### src/rtl/random_range_gen.sv
// Galois-LFSR random source that returns values uniformly drawn from [0, limit-1]
// using masked rejection sampling, with a bounded number of retries per draw.
module random_range_gen #(
    parameter int                LFSR_W    = 16,
    parameter int                OUT_W     = 8,
    parameter logic [LFSR_W-1:0] SEED      = LFSR_W'(16'hACE1),
    parameter int                MAX_TRIES = 8
) (
    input  logic              clk,
    input  logic              rst_n,
    input  logic              seed_load,
    input  logic [LFSR_W-1:0] seed_in,
    input  logic              req,
    input  logic [OUT_W-1:0]  limit,
    output logic              busy,
    output logic              valid,
    output logic [OUT_W-1:0]  data,
    output logic              retried_out
);
    localparam logic [31:0] TAPS_ALL = (LFSR_W == 16) ? 32'h0000_B400 :
                                       (LFSR_W == 24) ? 32'h00E1_0000 :
                                                        32'h8020_0003;
    localparam logic [LFSR_W-1:0] TAPS     = TAPS_ALL[LFSR_W-1:0];
    localparam int                CNT_W    = (MAX_TRIES > 1) ? $clog2(MAX_TRIES) : 1;
    localparam logic [CNT_W-1:0]  LAST_TRY = CNT_W'(MAX_TRIES - 1);

    generate
        if (LFSR_W != 16 && LFSR_W != 24 && LFSR_W != 32) begin : g_bad_lfsr_w
            $error("random_range_gen: LFSR_W must be 16, 24 or 32");
        end
        if (OUT_W < 1 || OUT_W > LFSR_W) begin : g_bad_out_w
            $error("random_range_gen: OUT_W must be between 1 and LFSR_W");
        end
        if (SEED == '0) begin : g_bad_seed
            $error("random_range_gen: SEED must be non-zero");
        end
        if (MAX_TRIES < 1) begin : g_bad_tries
            $error("random_range_gen: MAX_TRIES must be at least 1");
        end
    endgenerate

    typedef enum logic {IDLE, DRAW} state_t;

    state_t            state_reg, state_next;
    logic [LFSR_W-1:0] lfsr_reg, lfsr_next;
    logic [OUT_W-1:0]  limit_reg, limit_next;
    logic [CNT_W-1:0]  try_reg, try_next;
    logic [OUT_W-1:0]  data_reg, data_next;
    logic              valid_reg, valid_next;
    logic              retried_reg, retried_next;
    logic              busy_reg;

    logic [LFSR_W-1:0] lfsr_step;
    logic [OUT_W-1:0]  limit_m1;
    logic [OUT_W-1:0]  mask;
    logic [OUT_W-1:0]  cand;

    assign lfsr_step = lfsr_reg[0] ? ((lfsr_reg >> 1) ^ TAPS) : (lfsr_reg >> 1);

    // Smear every bit of (L-1) downwards: the result is the smallest 2^m-1 >= L-1.
    assign limit_m1 = limit_reg - OUT_W'(1);
    genvar gi;
    generate
        for (gi = 0; gi < OUT_W; gi++) begin : g_mask
            assign mask[gi] = |limit_m1[OUT_W-1:gi];
        end
    endgenerate

    assign cand = lfsr_reg[OUT_W-1:0] & mask;

    always_comb begin
        state_next   = state_reg;
        limit_next   = limit_reg;
        try_next     = try_reg;
        data_next    = data_reg;
        valid_next   = 1'b0;
        retried_next = retried_reg;

        // A zero seed would lock the LFSR, so it falls back to SEED.
        if (seed_load) begin
            lfsr_next = (seed_in == '0) ? SEED : seed_in;
        end else begin
            lfsr_next = lfsr_step;
        end

        case (state_reg)
            IDLE: begin
                if (req) begin
                    if (limit <= OUT_W'(1)) begin
                        data_next    = '0;
                        valid_next   = 1'b1;
                        retried_next = 1'b0;
                    end else begin
                        limit_next = limit;
                        try_next   = '0;
                        state_next = DRAW;
                    end
                end
            end
            DRAW: begin
                if (cand < limit_reg) begin
                    data_next    = cand;
                    valid_next   = 1'b1;
                    retried_next = 1'b0;
                    state_next   = IDLE;
                end else if (try_reg == LAST_TRY) begin
                    // mask < 2L, so a rejected candidate minus L is always in range.
                    data_next    = cand - limit_reg;
                    valid_next   = 1'b1;
                    retried_next = 1'b1;
                    state_next   = IDLE;
                end else begin
                    try_next = try_reg + CNT_W'(1);
                end
            end
            default: state_next = IDLE;
        endcase
    end

    always_ff @(posedge clk or negedge rst_n) begin
        if (!rst_n) begin
            state_reg   <= IDLE;
            lfsr_reg    <= SEED;
            limit_reg   <= '0;
            try_reg     <= '0;
            data_reg    <= '0;
            valid_reg   <= 1'b0;
            retried_reg <= 1'b0;
            busy_reg    <= 1'b0;
        end else begin
            state_reg   <= state_next;
            lfsr_reg    <= lfsr_next;
            limit_reg   <= limit_next;
            try_reg     <= try_next;
            data_reg    <= data_next;
            valid_reg   <= valid_next;
            retried_reg <= retried_next;
            busy_reg    <= (state_next == DRAW);
        end
    end

    assign busy        = busy_reg;
    assign valid       = valid_reg;
    assign data        = data_reg;
    assign retried_out = retried_reg;

endmodule

### config.mk
export PLATFORM = sky130hd
export DESIGN_NAME = random_range_gen
export DESIGN_NICKNAME = d
export VERILOG_FILES = /design/src/rtl/random_range_gen.sv
export SDC_FILE = /design/constraint.sdc
export NUM_CORES = 1
export LEC_CHECK = 0
export BUFFER_PORTS_ARGS = -buffer_cell sky130_fd_sc_hd__buf_2
export CAP_MARGIN = 20
export CORE_ASPECT_RATIO = 1.2
export CORE_UTILIZATION = 44
export DETAILED_ROUTE_END_ITERATION = 6
export PLACE_DENSITY = 0.7
export SYNTH_ARGS = -nofsm -noshare
export SYNTH_HDL_FRONTEND = slang
export SYNTH_SLANG_ARGS = --single-unit
### constraint.sdc
create_clock -name clk -period 6.6 [get_ports clk]
set_input_delay 0 -clock clk [delete_from_list [all_inputs] [get_ports clk]]
set_output_delay 0 -clock clk [all_outputs]
set_load 0.05 [all_outputs]
### After elaboration in Yosys (flattened, before gate mapping)

Cells that the tools add are included.

* output and inout port bits: 11
* input port bits: 28
* register bits: 38

* $add $sub $neg: 3
* equal/unequal tests: 7
* bitwise logic cells: 4
* mux-type cells: 28
* reductions and logical operators: 11
* $lt $le $gt $ge: 2

Operator list (number)
* two-way mux 16 bit: 3
* two-way mux 8 bit: 4
* zero test 16 bit: 1
* one-hot mux 8 bit (2 select lines): 1
* two-way mux 1 bit: 12
* two-way mux 3 bit: 4
* inequality test 2 bit, second input constant: 5
* bitwise AND 8 bit: 1
* less-or-equal comparator 8 x 1 -> 1 bit, second input constant: 1
* < comparator 8 bit: 1
* OR reduction 8 bit: 1
* subtractor 8 x 1 -> 8 bit, second input constant: 1
* subtractor 8 bit: 1
* OR reduction 7 bit: 1
* one-hot mux 1 bit (2 select lines): 3
* one-hot mux 3 bit (2 select lines): 1
* AND reduction 3 bit: 2
* OR reduction 6 bit: 1
* OR reduction 5 bit: 1
* inverter 3 -> 4 bit: 1
* AND reduction 4 bit: 1
* OR reduction 4 bit: 1
* adder 3 x 1 -> 3 bit, second input constant: 1
* == test 3 bit, second input constant: 1
* 4 further kinds: 5

### Logic depth before layout (Yosys ltp)

* depth after elaboration: 7
* depth in mapped cells: 16

### Worst setup path before layout

Ideal clock, no wire load.

* path type: register -> register
* start: register limit_reg[1]
* end: register data_reg[6], in the netlist data[6]
* required time: 6.471 ns
* slack: 3.273 ns
* setup time: 0.129 ns
* cell stages (with the launch flop): 15
* clock period less this slack: 3.327 ns
* arrival time: 3.197 ns
* path through: dfrtp_1 > inv_1 > ha_1 > nor3b_1 > and3_1 > a31oi_1 > and3_1 > ha_1 > a21o_1 > or3_1 > o211ai_2 > o21bai_1 > buf_6 > a22oi_1 > o31ai_1

* word-level cells in the longest chain between the ends: 7
* elaborated cells on any way between the ends: 16
* those cells by class: 2 x add/sub; 1 x order compare; 1 x eq/ne; 3 x mux; 1 x bitwise; 8 x reduce/logical

RTL lines
* start: declaration: RTL line 46 `logic [OUT_W-1:0] limit_reg, limit_next;`
* start signal: assignment: RTL line 133 `limit_reg <= limit_next;`
* subtractor 8 x 1 -> 8 bit: RTL line 61 `assign limit_m1 = limit_reg - OUT_W'(1);`
* OR reduction 8 bit (tied with other cells): RTL line 65 `assign mask[gi] = |limit_m1[OUT_W-1:gi];`
* bitwise AND 8 bit: RTL line 69 `assign cand = lfsr_reg[OUT_W-1:0] & mask;`
* subtractor 8 bit: RTL line 108 `data_next = cand - limit_reg;`
* two-way mux 8 bit: RTL line 106 `end else if (try_reg == LAST_TRY) begin`
* two-way mux 8 bit: RTL line 101 `if (cand < limit_reg) begin`
* one-hot mux 8 bit (2 select lines): RTL line 86 `case (state_reg)`
* end signal: assignment: RTL line 135 `data_reg <= data_next;`
* end: declaration: RTL line 48 `logic [OUT_W-1:0] data_reg, data_next;`

Several ways; a longest one is shown, not always the timed one. The select of a mux whose other input is x is not followed.
A chain may end at the register's enable or synchronous reset.

### Final worst setup path

* start: register limit_reg[1]
* end: register data_reg[5], in the netlist data[5]

* word-level cells in the longest chain between the ends: 7
* elaborated cells on any way between the ends: 16
* those cells by class: 2 x add/sub; 1 x order compare; 1 x eq/ne; 3 x mux; 1 x bitwise; 8 x reduce/logical

RTL lines (RTL line)
* subtractor 8 x 1 -> 8 bit: 61
* OR reduction 8 bit (tied with other cells): 65
* bitwise AND 8 bit: 69
* subtractor 8 bit: 108
* two-way mux 8 bit: 106
* two-way mux 8 bit: 101
* one-hot mux 8 bit (2 select lines): 86

Several ways; a longest one is shown, not always the timed one. The select of a mux whose other input is x is not followed.

==> run_results.csv <==
group,metric,value,unit
floorplan,die_w,67.2,µm
clock_tree,cts.htree.levels,2,
hold_path,worstHoldStart,"req",
floorplan,pin_count,39,
synthesis,synthArstFlopShare,100,%
route,wl,5390,µm
clock_tree,clk_latency,300,ps
hold_path,hold_path_end,"retried_out",
route,drt_iter0_markers,102,
critical_path,worstPathRequired,6740,ps
global_route,grt_overflow,0,
critical_path,rr_worst_depth,12,
power,power-per-cell-area,448,mW/mm²
synthesis,ys_seq_area_share,42.8,%
timing,period_share,59.5,%
timing,skew,3.66,ps
critical_path,cp.arrival,4060,ps
synthesis,syn_area_per_cell,9.64,µm²
floorplan,die_y,80.3,µm
route,drc,0,
power,ir_drop,0.180,mV
timing,min_period,3930,ps
timing,rsz0062_at_grt,"false",
layout,largest_register_ffs,16,
synthesis,yosysWarnings,0,
place,finalWeightedCongestion,1.03,
synthesis,syn_nets,274,
critical_path,cp_slowest_stage_delay,600,ps
timing,max_freq,255,MHz
layout,nNetsFinal,339,
global_route,grt_start_max_net_pins,39,
clock_tree,ctsLongestPathBuffers,2,
clock_tree,cts_buffers,5,
layout,mostFrequentLayoutCells,"buf_2, dfrtp_1, dlygate4sd3_1, nand2_1, o21ai_0",
critical_path,crit_type,"reg -> reg",
synthesis,ys_seq_elements,38,
layout,syn2layout_area_growth,25.9,%
power,p_leak,1.27,nW
critical_path,cp-start-kind,"flip-flop",
timing,setup_violations,0,
layout,multi_input_area,0.00120,mm²
layout,final-seq-area,961,µm²
synthesis,netlist_area,0.00225,mm²
floorplan,core,0.00490,mm²
clock_tree,cts_setup_buffers,0,
place,io_buffer_count,38,
timing,drv_slew,0,
place,hpwl,3890,µm
clock_tree,tritoncts,"built",
synthesis,synth-simple-area-share,18.8,%
layout,antenna_cells,0,
global_route,grt_pass1_vias,1955,
critical_path,crit_chain,"inv_1 > ha_1 > nor3b_1 > and3_1 > a31oi_1 > and3_1 > ha_1 > o211ai_1 > a21oi_1 > o211ai_2 > o21bai_1 > o311ai_0",
synthesis,yosys.cell_types.count,45,
critical_path,crit_path_max_fanout,11,
outcome,status,"finished clean",
synthesis,synth_edf_count,0,
clock_tree,cts.clk_slew.worst_paths,80,ps
route,vias_per_cell,5.38,
layout,fillerInstances,444,
global_route,grt_antenna_before_repair,0,
route,drt-pass1-iter-count,4,
floorplan,fp.dieArea,0.00540,mm²
critical_path,cp_slowest_cell,"o21bai_1",
critical_path,r2r_setup_slack,2670,ps
layout,drive_gt1_share,23.1,%
floorplan,start_util,45.8,%
hold_path,holdPathStages,4,
synthesis,synth_top_family_by_area,"compound AO/OA/AOI/OAI gates",
synthesis,syn-instance-count,233,
clock_tree,clock-root-buffer,"clkbuf_8",
power,finalPower,1.27,mW
synthesis,synthFlopType,"dfrtp_1",
clock_tree,cts.sinks,38,
route,ant_nets,0,
hold_path,hold_class,"in -> reg",
timing,finalHoldViolations,0,
route,dr_total_vias,1931,
synthesis,synth_compound_area_share,18.8,%
clock_tree,post_cts_resized,0,
route,routedWlPerCell,15.0,µm
timing,fin_tns_setup,0,ps
layout,layout_commonest_cell,"buf_2",
global_route,grt_first_pass_wirelength,9030,µm
global_route,grt_usage,22.7,%
run,cap_violations,0,
timing,slew_headroom,46.0,%
synthesis,synth_xor_area_share,3.12,%
critical_path,worstReg2RegStart,"limit_reg[1]",
critical_path,cp-end-kind,"flip-flop",
clock_tree,hold_buffers,25,
timing,worstMarginPinSlew,810,ps
critical_path,timing.rr.end,"data[5]",
synthesis,synthAdderAreaFrac,7.57,%
synthesis,post_synth_mux_area_share,5.35,%
floorplan,rows,28,
layout,utilization,57.7,%
power by group:
part,switching [mW],internal (mW)
combinational,0.457,0.283
sequential,0.0620,0.303
clock,0.0875,0.0741
total,0.606,0.661
layout make-up:
class / count / share of cell area [%]
Multi-Input combinational cell: 175 / 42.5
Sequential cell: 38 / 34.0
Timing Repair Buffer: 64 / 15.8
Tap cell: 60 / 2.65
Clock buffer: 5 / 2.43
Inverter: 14 / 1.86
Clock inverter: 3 / 0.752
logic make-up after synthesis:
kind of cell / after synthesis
buffers and inverters: 20
AOI/OAI and AO/OA: 65
DFF: 38
and+or+nand+nor: 78
xor gates and xnor gates: 8
muxes: 11
adders and majority gates: 13
per-stage QoR:
| step | worst slack [ps] | cells | instance area (µm²) | hold WS (ps) |
|---|---|---|---|---|
| floorplan | 3270 | 233 | 2250 | -296 |
| global placement | 2880 | 326 | 2490 | 141 |
| detailed placement | 2740 | 326 | 2490 | 148 |
| CTS | 2680 | 359 | 2830 | 36.3 |
| global route | 2360 | 359 | 2830 | 58.3 |
| finish | 2670 | 359 | 2830 | 31.1 |
critical path: cells and delay by family, from the launching register on:
kind | cells | cell delay (ps)
AOI/OAI and AO/OA | 6 | 1550
DFF | 1 | 460
adders and majority gates | 2 | 550
and+or+nand+nor | 3 | 1040
buffers and inverters | 1 | 160
synthesized netlist by cell type, drive strengths merged, types with 2 or more instances:
library cell   n  area (µm²)
mux2i          3        30.0
o31ai          5        37.5
nor4           7        58.8
ha            12         150
mux2           8        90.1
nand2         24        90.1
inv           14        52.6
clkbuf         5        18.8
xnor2          4        35.0
xor2           4        35.0
or4            2        22.5
nand2b         5        31.3
nand3          5        25.0
nor2b          2        12.5
o22a           8        70.1
nand3b         2        15.0
nor3b          2        15.0
a21o           2        15.0
o21a           5        37.5
nor3           3        15.0
or3            3        18.8
a22oi          2        15.0
dfrtp         30         751
nand4          2        12.5
a31oi          2        12.5
o21ai         25         125
and3           4        25.0
nor2          13        48.8
a21oi          8        40.0
dfstp          8         210
o211ai         3        27.5
routing by layer:
metal  share of wire (%)  wire length, µm  track usage (%)
met4                 1.1               60             7.45
met1                  43             2330             25.9
met5                   0                0                0
met3                 3.6              194             5.26
met2                  52             2800             40.5
how the worst max path moves through the flow:
stage            startpoint       to  cells after the start
2_1_floorplan  limit_reg[1]  data[6]                     14
3_3_place_gp   limit_reg[1]  data[5]                     12
3_5_place_dp   limit_reg[1]  data[5]                     12
4_1_cts        limit_reg[1]  data[5]                     12
5_1_grt        limit_reg[1]  data[5]                     12
6_report       limit_reg[1]  data[5]                     12
(Power assumes the default switching activity.)
